[src/rtl/fht_stream_loader.sv]
// fht_stream_loader: de-interleaves a sample stream across FHT RAM banks and kicks the transform.
// Optional LOADER_DROP_EN: input never stalls; samples outside LOAD are dropped and counted.
module fht_stream_loader #(
  parameter int D_BIT  = 16,
  parameter int A_BIT  = 8,
  parameter int BANKS  = 4,
  parameter int LB_BIT = 2
) (
  input  logic                iCLK,
  input  logic                iRESET,
  input  logic                iCLR,
  input  logic                iREV,
  input  logic                iVALID,
  input  logic [D_BIT-2:0]    iSAMPLE,
  output logic                oREADY,
  output logic [BANKS-1:0]    oWE,
  output logic [D_BIT-1:0]    oDATA,
  output logic [A_BIT-1:0]    oADDR_WR,
  input  logic                iFHT_RDY,
  output logic                oSTART,
  output logic                oBUSY,
  output logic [15:0]         oFRAME_CNT
`ifdef LOADER_DROP_EN
  ,
  output logic [15:0]         oDROP_CNT
`endif
);
  typedef enum logic [1:0] {LOAD, KICK, WAIT_BUSY, WAIT_DONE} state_t;
  state_t state, state_nx;
  logic [A_BIT+LB_BIT-1:0] k;
  logic [A_BIT-1:0] addr, addr_rev;
  logic mode, rev, xfer, start_nx, frame_done;
  assign addr = k[A_BIT+LB_BIT-1:LB_BIT];
  for (genvar i = 0; i < A_BIT; i++) assign addr_rev[i] = addr[A_BIT-1-i];
  // the first transfer of a frame uses iREV directly, later ones the latched mode
  assign rev = (k == '0) ? iREV : mode;
`ifdef LOADER_DROP_EN
  assign oREADY = iRESET;
`else
  assign oREADY = iRESET && state == LOAD;
`endif
  assign xfer = iVALID && oREADY && state == LOAD && !iCLR;
  always_comb begin
    state_nx = state;
    start_nx = 1'b0;
    frame_done = 1'b0;
    if (iCLR)
      state_nx = LOAD;
    else
      case (state)
        LOAD:      state_nx = (xfer && &k) ? KICK : LOAD;
        KICK: begin
          start_nx = iFHT_RDY;
          state_nx = iFHT_RDY ? WAIT_BUSY : KICK;
        end
        WAIT_BUSY: state_nx = iFHT_RDY ? WAIT_BUSY : WAIT_DONE;
        default: begin
          frame_done = iFHT_RDY;
          state_nx = iFHT_RDY ? LOAD : WAIT_DONE;
        end
      endcase
  end
  always_ff @(posedge iCLK or negedge iRESET)
    if (!iRESET) state <= LOAD;
    else state <= state_nx;
  always_ff @(posedge iCLK or negedge iRESET) begin
    if (!iRESET) begin
      k <= '0;
      mode <= 1'b0;
      oWE <= '0;
      oDATA <= '0;
      oADDR_WR <= '0;
      oSTART <= 1'b0;
      oBUSY <= 1'b0;
      oFRAME_CNT <= '0;
    end else begin
      oWE <= xfer ? BANKS'(1) << k[LB_BIT-1:0] : '0;
      oSTART <= start_nx;
      if (xfer) begin
        k <= k + 1'b1;
        oDATA <= {iSAMPLE[D_BIT-2], iSAMPLE};
        oADDR_WR <= rev ? addr_rev : addr;
      end
      if (xfer && k == '0) begin
        mode <= iREV;
        oBUSY <= 1'b1;
      end
      if (frame_done) begin
        oFRAME_CNT <= oFRAME_CNT + 16'd1;
        oBUSY <= 1'b0;
      end
      if (iCLR) begin
        k <= '0;
        oBUSY <= 1'b0;
      end
    end
  end
`ifdef LOADER_DROP_EN
  always_ff @(posedge iCLK or negedge iRESET)
    if (!iRESET) oDROP_CNT <= '0;
    else if (iVALID && state != LOAD && !(&oDROP_CNT)) oDROP_CNT <= oDROP_CNT + 16'd1;
`endif
endmodule
[config.mk]
export PLATFORM = sky130hd
export DESIGN_NAME = fht_stream_loader
export DESIGN_NICKNAME = d
export VERILOG_FILES = /design/src/rtl/fht_stream_loader.sv
export SDC_FILE = /design/constraint.sdc
export NUM_CORES = 1
export LEC_CHECK = 0
export ABC_AREA = 1
export CAP_MARGIN = 25
export CORE_MARGIN = 5
export CORE_UTILIZATION = 40
export DETAILED_ROUTE_END_ITERATION = 8
export PLACE_DENSITY_LB_ADDON = 0.25
export SLEW_MARGIN = 20
export SYNTH_ARGS = -nofsm -noshare
export SYNTH_HDL_FRONTEND = slang
export SYNTH_SLANG_ARGS = --single-unit
[constraint.sdc]
create_clock -name iCLK -period 1.5 [get_ports iCLK]
set_clock_uncertainty 0.05 [all_clocks]
set_input_delay 0.3 -clock iCLK [delete_from_list [all_inputs] [get_ports iCLK]]
set_output_delay 0.3 -clock iCLK [all_outputs]
set_load 0.1 [all_outputs]
# Yosys cells after proc, flatten, opt, wreduce, memory -nomap -nowiden
# Index checks and enable logic that the tools add are counted.
[word_totals]
word_cells = 45
output_inout_bits = 47
reg_bits = 58
[classes]
n_eq_ne = 2
addsub = 2
n_shift = 1
n_mux = 18
n_reduce_logical = 13
[ops]
columns = ["cell", "count"]
rows = [
  ["two-way mux 10 bit", 2],
  ["adder 16 x 1 -> 16 bit (second input constant)", 1],
  ["adder 10 x 1 -> 10 bit (second input constant)", 1],
  ["logical NOT 10 bit", 1],
  ["two-way mux 1 bit", 10],
  ["AND reduction 10 bit", 1],
  ["two-way mux 8 bit", 1],
  ["logical AND 1 bit", 6],
  ["two-way mux 2 bit", 3],
  ["case mux 2 bit (3 select lines)", 1],
  ["two-way mux 4 bit", 1],
  ["<< shifter 1 x 2 -> 4 bit (first input constant)", 1],
  ["nonzero test 3 bit", 1],
  ["OR reduction 3 bit", 1],
  ["equality test 2 x 1 -> 1 bit (second input constant)", 1],
  ["equality test 2 bit (second input constant)", 1],
  ["logical NOT 2 bit", 1],
  ["nonzero test 2 bit", 1],
  ["logical NOT 1 bit", 1],
]

# Logic depth before layout (Yosys ltp)
[logic_depth]
word_depth = 9
mapped_depth = 9
mapped_depth_nobuf = 9

# Least setup slack after synthesis
# OpenSTA, ideal clock, no wires.
[synth_path]
path_kind = "reg-to-reg"
startpoint = "register oFRAME_CNT[0]"
endpoint = "register oFRAME_CNT[14]"
slack_ns = -0.660
arrival_time_ns = 1.990
setup_time_ns = 0.120
path_stages_with_launch = 9
path_buffers = 0
cell_sequence = "dfrtp_1 -> ha_1 -> nand3_1 -> nor3_1 -> nand3_1 -> nand2_1 -> nand2_1 -> nand2_1 -> nand2_1"
[synth_between]
elab_chain_len = 1
[synth_rtl]
columns = ["item", "line", "source"]
rows = [
  ["start: declaration", "22", "output logic [15:0] oFRAME_CNT"],
  ["start signal: assignment", "89", "oFRAME_CNT <= oFRAME_CNT + 16'd1;"],
  ["adder 16 x 1 -> 16 bit", "89", ""],
]
# No other way between the ends.
# A chain may end at the register's enable or synchronous reset.

# Worst setup path after layout
[layout_path]
startpoint = "register state[1]"
endpoint = "output port oREADY"
[layout_between]
elab_chain_len = 2
[layout_rtl]
columns = ["item", "line", "source"]
rows = [
  ["start: declaration", "29", "state_t state, state_nx;"],
  ["start signal: assignment", "65", "else state <= state_nx;"],
  ["logical NOT 2 bit", "40", "assign oREADY = iRESET && state == LOAD;"],
  ["logical AND 1 bit", "40", ""],
  ["end: declaration", "15", "output logic oREADY,"],
]
# No other way between the ends.

==> impl_metrics.ini <==
[detailed_routing]
routed_wl_mm = 7.703
route.detailed.wl_per_inst_um = 13.71
drc = 0
drt_first_pass_iters = 4
routed_via_density = 4.772
ant_nets = 0
detailedRoute.firstIterationViolations = 138
route.vias.total = 2682

[clocking]
tritoncts_clock_tree = built
htreeDepth = 3
cts_inserted_buffers = 9
clock-sinks = 58
cts-root-to-sink-buffers = 2
clk_root_buffer_cell = clkbuf_8
clock_insertion_delay_worst_skew_ns = 0.34
clk_pin_slew_worst_paths_ns = 0.06

[timing]
final_min_period_over_clock_period = 1.017
tightest_slew_ns = 0.4189
hold_viol = 0
timing.final.crit_period_ns = 1.526
rsz0062_at_grt = true
hold_ws_ns = 0.01495
slew_viol_final = 0
rel_slew_slack = 0.7207
max_freq_mhz = 655.4
setup_ws_ns = -0.02568
final_setup_vio_count = 1

[floorplan]
die-height_um = 94.88
die-area_um2 = 9001
fp.coreArea_um2 = 7137
initial_core_util = 0.4038
chipWidth_um = 94.88
num_rows = 31
num_io_pins = 68

[logic_synthesis]
yosys.area_share.xor_xnor = 0.03343
synth-compound-area-share = 0.04950
post_synth_fa_ha_maj_area_fraction = 0.02171
synth_simple_gate_area_share = 0.3191
ys_ff_latch = 58
synth.net_count = 377
seq_area_frac_synth = 0.5037
synth_cell_type_count = 30
ys_warn_count = 0
synth.cell_area_um2 = 2882
portion_of_netlist_area_occupied_by_mux_cells = 0
syn_inst = 351
largest_family_of_logic_cells_by_synthesized_area = simple AND/OR/NAND/NOR gates
syn_area_per_cell_um2 = 8.209

[critical_path]
worst-path-buf-inv = 1
slowest_stage = dfrtp_1
timing.critical_path.to_type = output port
timing.critical_path.fanout_max = 2
critical_path_cell_by_cell = nor2_4 > and2_4 > buf_12
critical-path-top-delay-family = flip-flops
path_class = flip-flop to output port
critical_path_required_ns = 1.15
worst_path_largest_cell_delay_ns = 0.41
cp.arrival_ns = 1.18
start_kind = flip-flop

[job]
maxCapViolations = 0

[power_and_ir_drop]
power.density_cell_area_nw_per_um2 = 1034
power.leakage_uw = 0.002279
seqPwrFrac = 0.368
sw_frac_of_total = 0.3890
switching_power_uw = 1933
power.share.clock = 0.259
p_comb_frac = 0.372
post-layout-total-power_uw = 4970
power.internal_uw = 3036
ir_drop_v = 0.0007058

[layout]
final_core_utilization = 0.6736
final_nets = 484
insertedDiodeCount = 0
fill_cells = 594
post_route_cells_drive_above_1_share = 0.3477
finalInstanceArea_um2 = 4807
areaGrowthSynthToFinish_pct = 66.83

[global_route]
via_count_of_the_first_global_routing_pass = 2693
first_pass_grt_wire_length_mm = 12.65
grt_util_all_layers = 0.1835
grt_max_degree = 33
number_of_antenna_violations_at_the_first_check_in_global_routing = 0
globalRouteOverflowTotal = 0

[outcome]
status = finished, violations left
violations = setup timing

[placement]
pre_cts_ws_ns = -0.2075
placement.cell_area_um2 = 4431
weighted_congestion_reported_at_the_end_of_routability_driven_placement = 0.9085
place.port_buffers = 67
hpwl_mm = 5.616

[min_path]
hp-class = primary input to async pin
[per-stage QoR]
stage	setup TNS, ns	std cells
after detailed placement	-5.692	541
after CTS	-0.04306	560
after global placement	-4.290	541
after global routing	-0.6292	562
after floorplan	-0.06240	351
final	-0.02568	562
[placed cells by master (no fill, tap or decap), drive strengths merged]
cell / netlist / final
buf: 7 / 83
clkbuf: 0 / 13
nor2: 35 / 35
a211oi: 1 / 1
a21oi: 9 / 9
xnor2: 4 / 4
a21boi: 2 / 2
o32ai: 1 / 1
nor3: 9 / 9
inv: 40 / 40
clkinv: 0 / 3
nand3: 37 / 37
ha: 5 / 5
or2: 2 / 2
o21bai: 1 / 1
dfrtp: 58 / 58
nand2: 113 / 113
nand4: 7 / 7
o21ai: 11 / 11
and2: 1 / 1
clkdlybuf4s50: 0 / 19
nor4: 1 / 1
xor2: 7 / 7
dlygate4sd3: 0 / 1
[final cells by class]
class                   instances  area, um^2  area share
inverters                      40       152.6     0.03175
multi-input cells             246        1408      0.2928
clock buffers                  13       158.9     0.03306
clock inverters                 3       15.01    0.003123
well taps                      99       123.9     0.02577
flip-flops and latches         58        1500      0.3121
repair buffers                103        1449      0.3014
[Yosys cell counts]
master      n  area (um^2)
buf_6       3        33.78
nor2_4      4        45.04
nor2_2      3        18.77
ha_1        5        62.56
o21bai_2    1        11.26
xor2_1      7        61.31
o21ai_0    10        50.05
o21ai_1     1        5.000
nor4_1      1        6.260
nand3_1    35        175.2
and2_1      1        6.260
dfrtp_1    58         1451
or2_2       2        12.51
nor3_1      9        45.04
nor2_1     28        105.1
a211oi_1    1        7.510
a21oi_1     9        45.04
nand3_4     1        17.52
inv_2       3        11.26
nand4_1     7        43.79
nand2_4     1        11.26
nand2_1   111        416.7
a21boi_1    2        15.01
inv_1      37        138.9
nand2_2     1        6.260
buf_4       2        15.01
nand3_2     1        10.01
o32ai_1     1        8.760
xnor2_1     4        35.03
buf_2       2        10.01
[cells by family after synthesis]
family / count (synthesis)
simple gates: 205
flops: 58
buf+inv: 47
compound gates: 25
xor+xnor: 11
fa+ha+maj: 5
[path summary, 6_finish.rpt]
kind                       slack [ns]  cells after the start     start            end
max in group asynchronous        0.56                      3    iRESET           k[3]
hold / removal                   0.01                      2    iRESET  oFRAME_CNT[0]
setup reg to reg                 0.05                      8  state[1]      oDATA[10]
min in group iCLK                0.39                      5    iRESET           k[7]
setup / recovery                -0.03                      3  state[1]         oREADY
hold reg to reg                  0.48                      2  oDATA[6]       oDATA[6]
[layer usage]
| metal | wire length [um] | share of wire | up-vias | GRT usage |
|---|---|---|---|---|
| met2 | 3899 | 0.51 | 71 | 0.2930 |
| met1 | 3166 | 0.41 | 1275 | 0.2265 |
| met4 | 93 | 0.012 | 0 | 0.08534 |
| li1 | - | - | 1328 | - |
| met3 | 544 | 0.071 | 8 | 0.05657 |
| met5 | 0 | 0 | - | 0 |
[registers in the layout (all words and copies together) (netlist names)]
signal      count
oWE             4
oSTART          1
oDATA          15
k              10
oBUSY           1
oFRAME_CNT     16
state           2
mode            1
oADDR_WR        8
[repair_timing]
action,CTS,global route
pin swaps,2,12
resized for setup,6,37
hold endpoints to repair,26,0
hold buffers,1,0
buffers inserted,2,2
endpoints found under the setup margin,7,23
[power by group through the flow]
| stage | clock network (uW) | logic, uW | registers, uW |
|---|---|---|---|
| CTS | 1320 | 1810 | 1830 |
| detailed placement | 0 | 1800 | 1860 |
| global route | 1400 | 1930 | 1850 |
| finish | 1290 | 1850 | 1830 |
| global placement | 0 | 1790 | 1850 |
| floorplan | 0 | 259 | 2620 |
Power figures use the tool's default switching activity.
==> variant: new RTL, config.mk and constraints unchanged <==
Re-encode `state_t` (4 states) as Gray code, 2 bits wide.
--- a/src/rtl/fht_stream_loader.sv
+++ b/src/rtl/fht_stream_loader.sv
@@ -27,3 +27,3 @@
 );
-  typedef enum logic [1:0] {LOAD, KICK, WAIT_BUSY, WAIT_DONE} state_t;
+  typedef enum logic [1:0] {LOAD = 2'b00, KICK = 2'b01, WAIT_BUSY = 2'b11, WAIT_DONE = 2'b10} state_t;
   state_t state, state_nx;
Formal check against the unedited RTL: same outputs for any inputs over 10 cycles, from zero or initial values and one cycle with iRESET low; not proved beyond that.
==> variant against the original RTL <==
The flow still finishes with violations (negative setup slack); via count grew 1.2%; core utilization is 8.5 points higher; area after synthesis shrank 1.5%; wire length is 13% higher; cell count is 1.6% lower; critical path depth increased by 5; final area up 7.8%; total power down 0.92%; die area down 1.4%; sequential cell count stayed put; setup slack got worse by 0.12 ns.
==> variant: results (changes against the original RTL) <==
Setup path
  • Max Fanout on Critical Path: 13 (+11)
  • Reg2reg path depth: 8 (unchanged)
  • WP data arrival: 1.83 ns (+0.65 ns)
  • Family with the most delay on the worst path: buffers and inverters
  • Slowest cell on crit path: dfrtp_2
  • Reg2reg end: oADDR_WR[6]
  • Worst R2R Start: state[1]

Finish
  • Layout cells sized above 1: 0.477 (+0.129)
  • Fill count: 448 (-25%)
  • Final net count: 478 (-1.2%)

Power and ir drop
  • Seq. pwr: around 1800 uW
  • Switching power total: 1910 uW (-1.1%)
  • Internal: 3010 uW (-0.83%)
  • Worst vdd ir: 0.000804 V (+14%)
  • Static leakage: 0.00244 uW (+7.2%)

Global routing
  • Met1 Use GR: 0.219 (-0.00708)
  • Largest net degree at the start of global routing: 37 (+12%)
  • Initial antenna violation count: 0 (unchanged)
  • First-pass GRT wire length: 12800 um (+0.88%)
  • Total track usage: 0.185 (+0.00130)
  • GRT met3 Usage: 0.0529 (-0.00369)
  • Vias in the first global route: 2728 (+1.3%)
  • M2 GR Usage: 0.306 (+0.0125)

Placement
  • Dpl cell area: 4370 um2 (-1.4%)
  • Dpl hpwl: 5450 um (-3.0%)
  • Post-Place Setup Slack: -0.293 ns (-0.0856 ns)
  • Placed Instances: 518 (-4.3%)
  • GP Congestion: 0.863 (-5.0%)

Run status
  • Status: finished with violations
  • Failing checks: negative setup slack

STA
  • Fin Setup TNS: -2.82 ns (-2.80 ns)
  • Final setup violation count: 39 (+38)
  • Slew Limit Headroom: 0.697 (-0.0241)
  • Hold WS: 0.0214 ns (+0.00647 ns)
  • Final WS setup: -0.144 ns (-0.118 ns)

Yosys
  • Ranking of synthesized cells by area: dfrtp_1 (51%), nand2_1 (14%), nand3_1 (5.6%)
  • Synthesized Nets: 360 (-4.5%)
  • Seq/Total Area, Yosys: 0.511 (+0.00777)
  • Netlist cell types: 36 (+20%)
  • Mapped Avg Cell Area: 8.50 um2 (+3.5%)
  • Commonest cells in the netlist: nand2_1 (105), dfrtp_1 (58), nand3_1 (32), inv_1 (31), nor2_1 (30)

Clock network
  • Post-cts resize count: 22 (+16)
  • Setup Buffers After CTS: 7 (+5)
  • Hold_buf cts: 1 (unchanged)
  • CTS root buffer: clkbuf_8

Route
  • 1st-iter DRT viols: 127 (-8.0%)
  • Vias per cell: 4.91 (+2.8%)
  • WL per Instance: 15.8 um (+15%)
  • WL final: 8720 um (+13%)
==> variant: cell count changes in the layout (fill, tap and decap cells not counted), moves of 5 or more <==
| cell | before | now |
|---|---|---|
| buf_4 | 29 | 34 |
| a21oi_1 | 9 | 3 |
| dfrtp_1 | 41 | 36 |
| inv_1 | 34 | 28 |
| nand2_1 | 107 | 94 |
| nor2_1 | 22 | 15 |
| o21ai_0 | 8 | 3 |
| nand3_1 | 26 | 6 |
| nand3_2 | 6 | 22 |
| nand2_2 | 4 | 9 |
==> variant: kinds of logic after synthesis <==
logic type      after synthesis  synth area share
simple gates                198             0.327
fa+ha+maj                     5            0.0220
compound gates               19            0.0392
buf+inv                      42            0.0635
xor+xnor                     12            0.0370
flops                        58             0.511
==> variant: layer usage <==
| layer | wire length, um | up-vias | part of all wire |
|---|---|---|---|
| li1 | - | 1297 | - |
| met1 | 3420 | 1307 | 0.39 |
| met2 | 4510 | 93 | 0.52 |
| met3 | 599 | 17 | 0.069 |
| met5 | 0 | - | 0 |
| met4 | 194 | 0 | 0.022 |
==> variant: worst max-delay path by stage <==
stage / to / slack (ns) / depth (start not counted) / from
3_5_place_dp: oFRAME_CNT[12] / -0.29 / 8 / iFHT_RDY
6_report: oADDR_WR[6] / -0.14 / 8 / state[1]
2_1_floorplan: oREADY / -0.15 / 1 / state[0]
3_3_place_gp: oFRAME_CNT[12] / -0.25 / 8 / iFHT_RDY
4_1_cts: oREADY / -0.15 / 3 / state[1]
5_1_grt: oADDR_WR[6] / -0.23 / 8 / state[1]
==> variant: final cells by class <==
type                            instances  area, um2  share of cell area
Multi-Input combinational cell        234       1620               0.312
Inverter                               35        139              0.0268
Clock inverter                          3       15.0             0.00290
Timing Repair Buffer                  114       1620               0.312
Sequential cell                        58       1510               0.292
Tap cell                               96        120              0.0232
Clock buffer                           13        159              0.0307
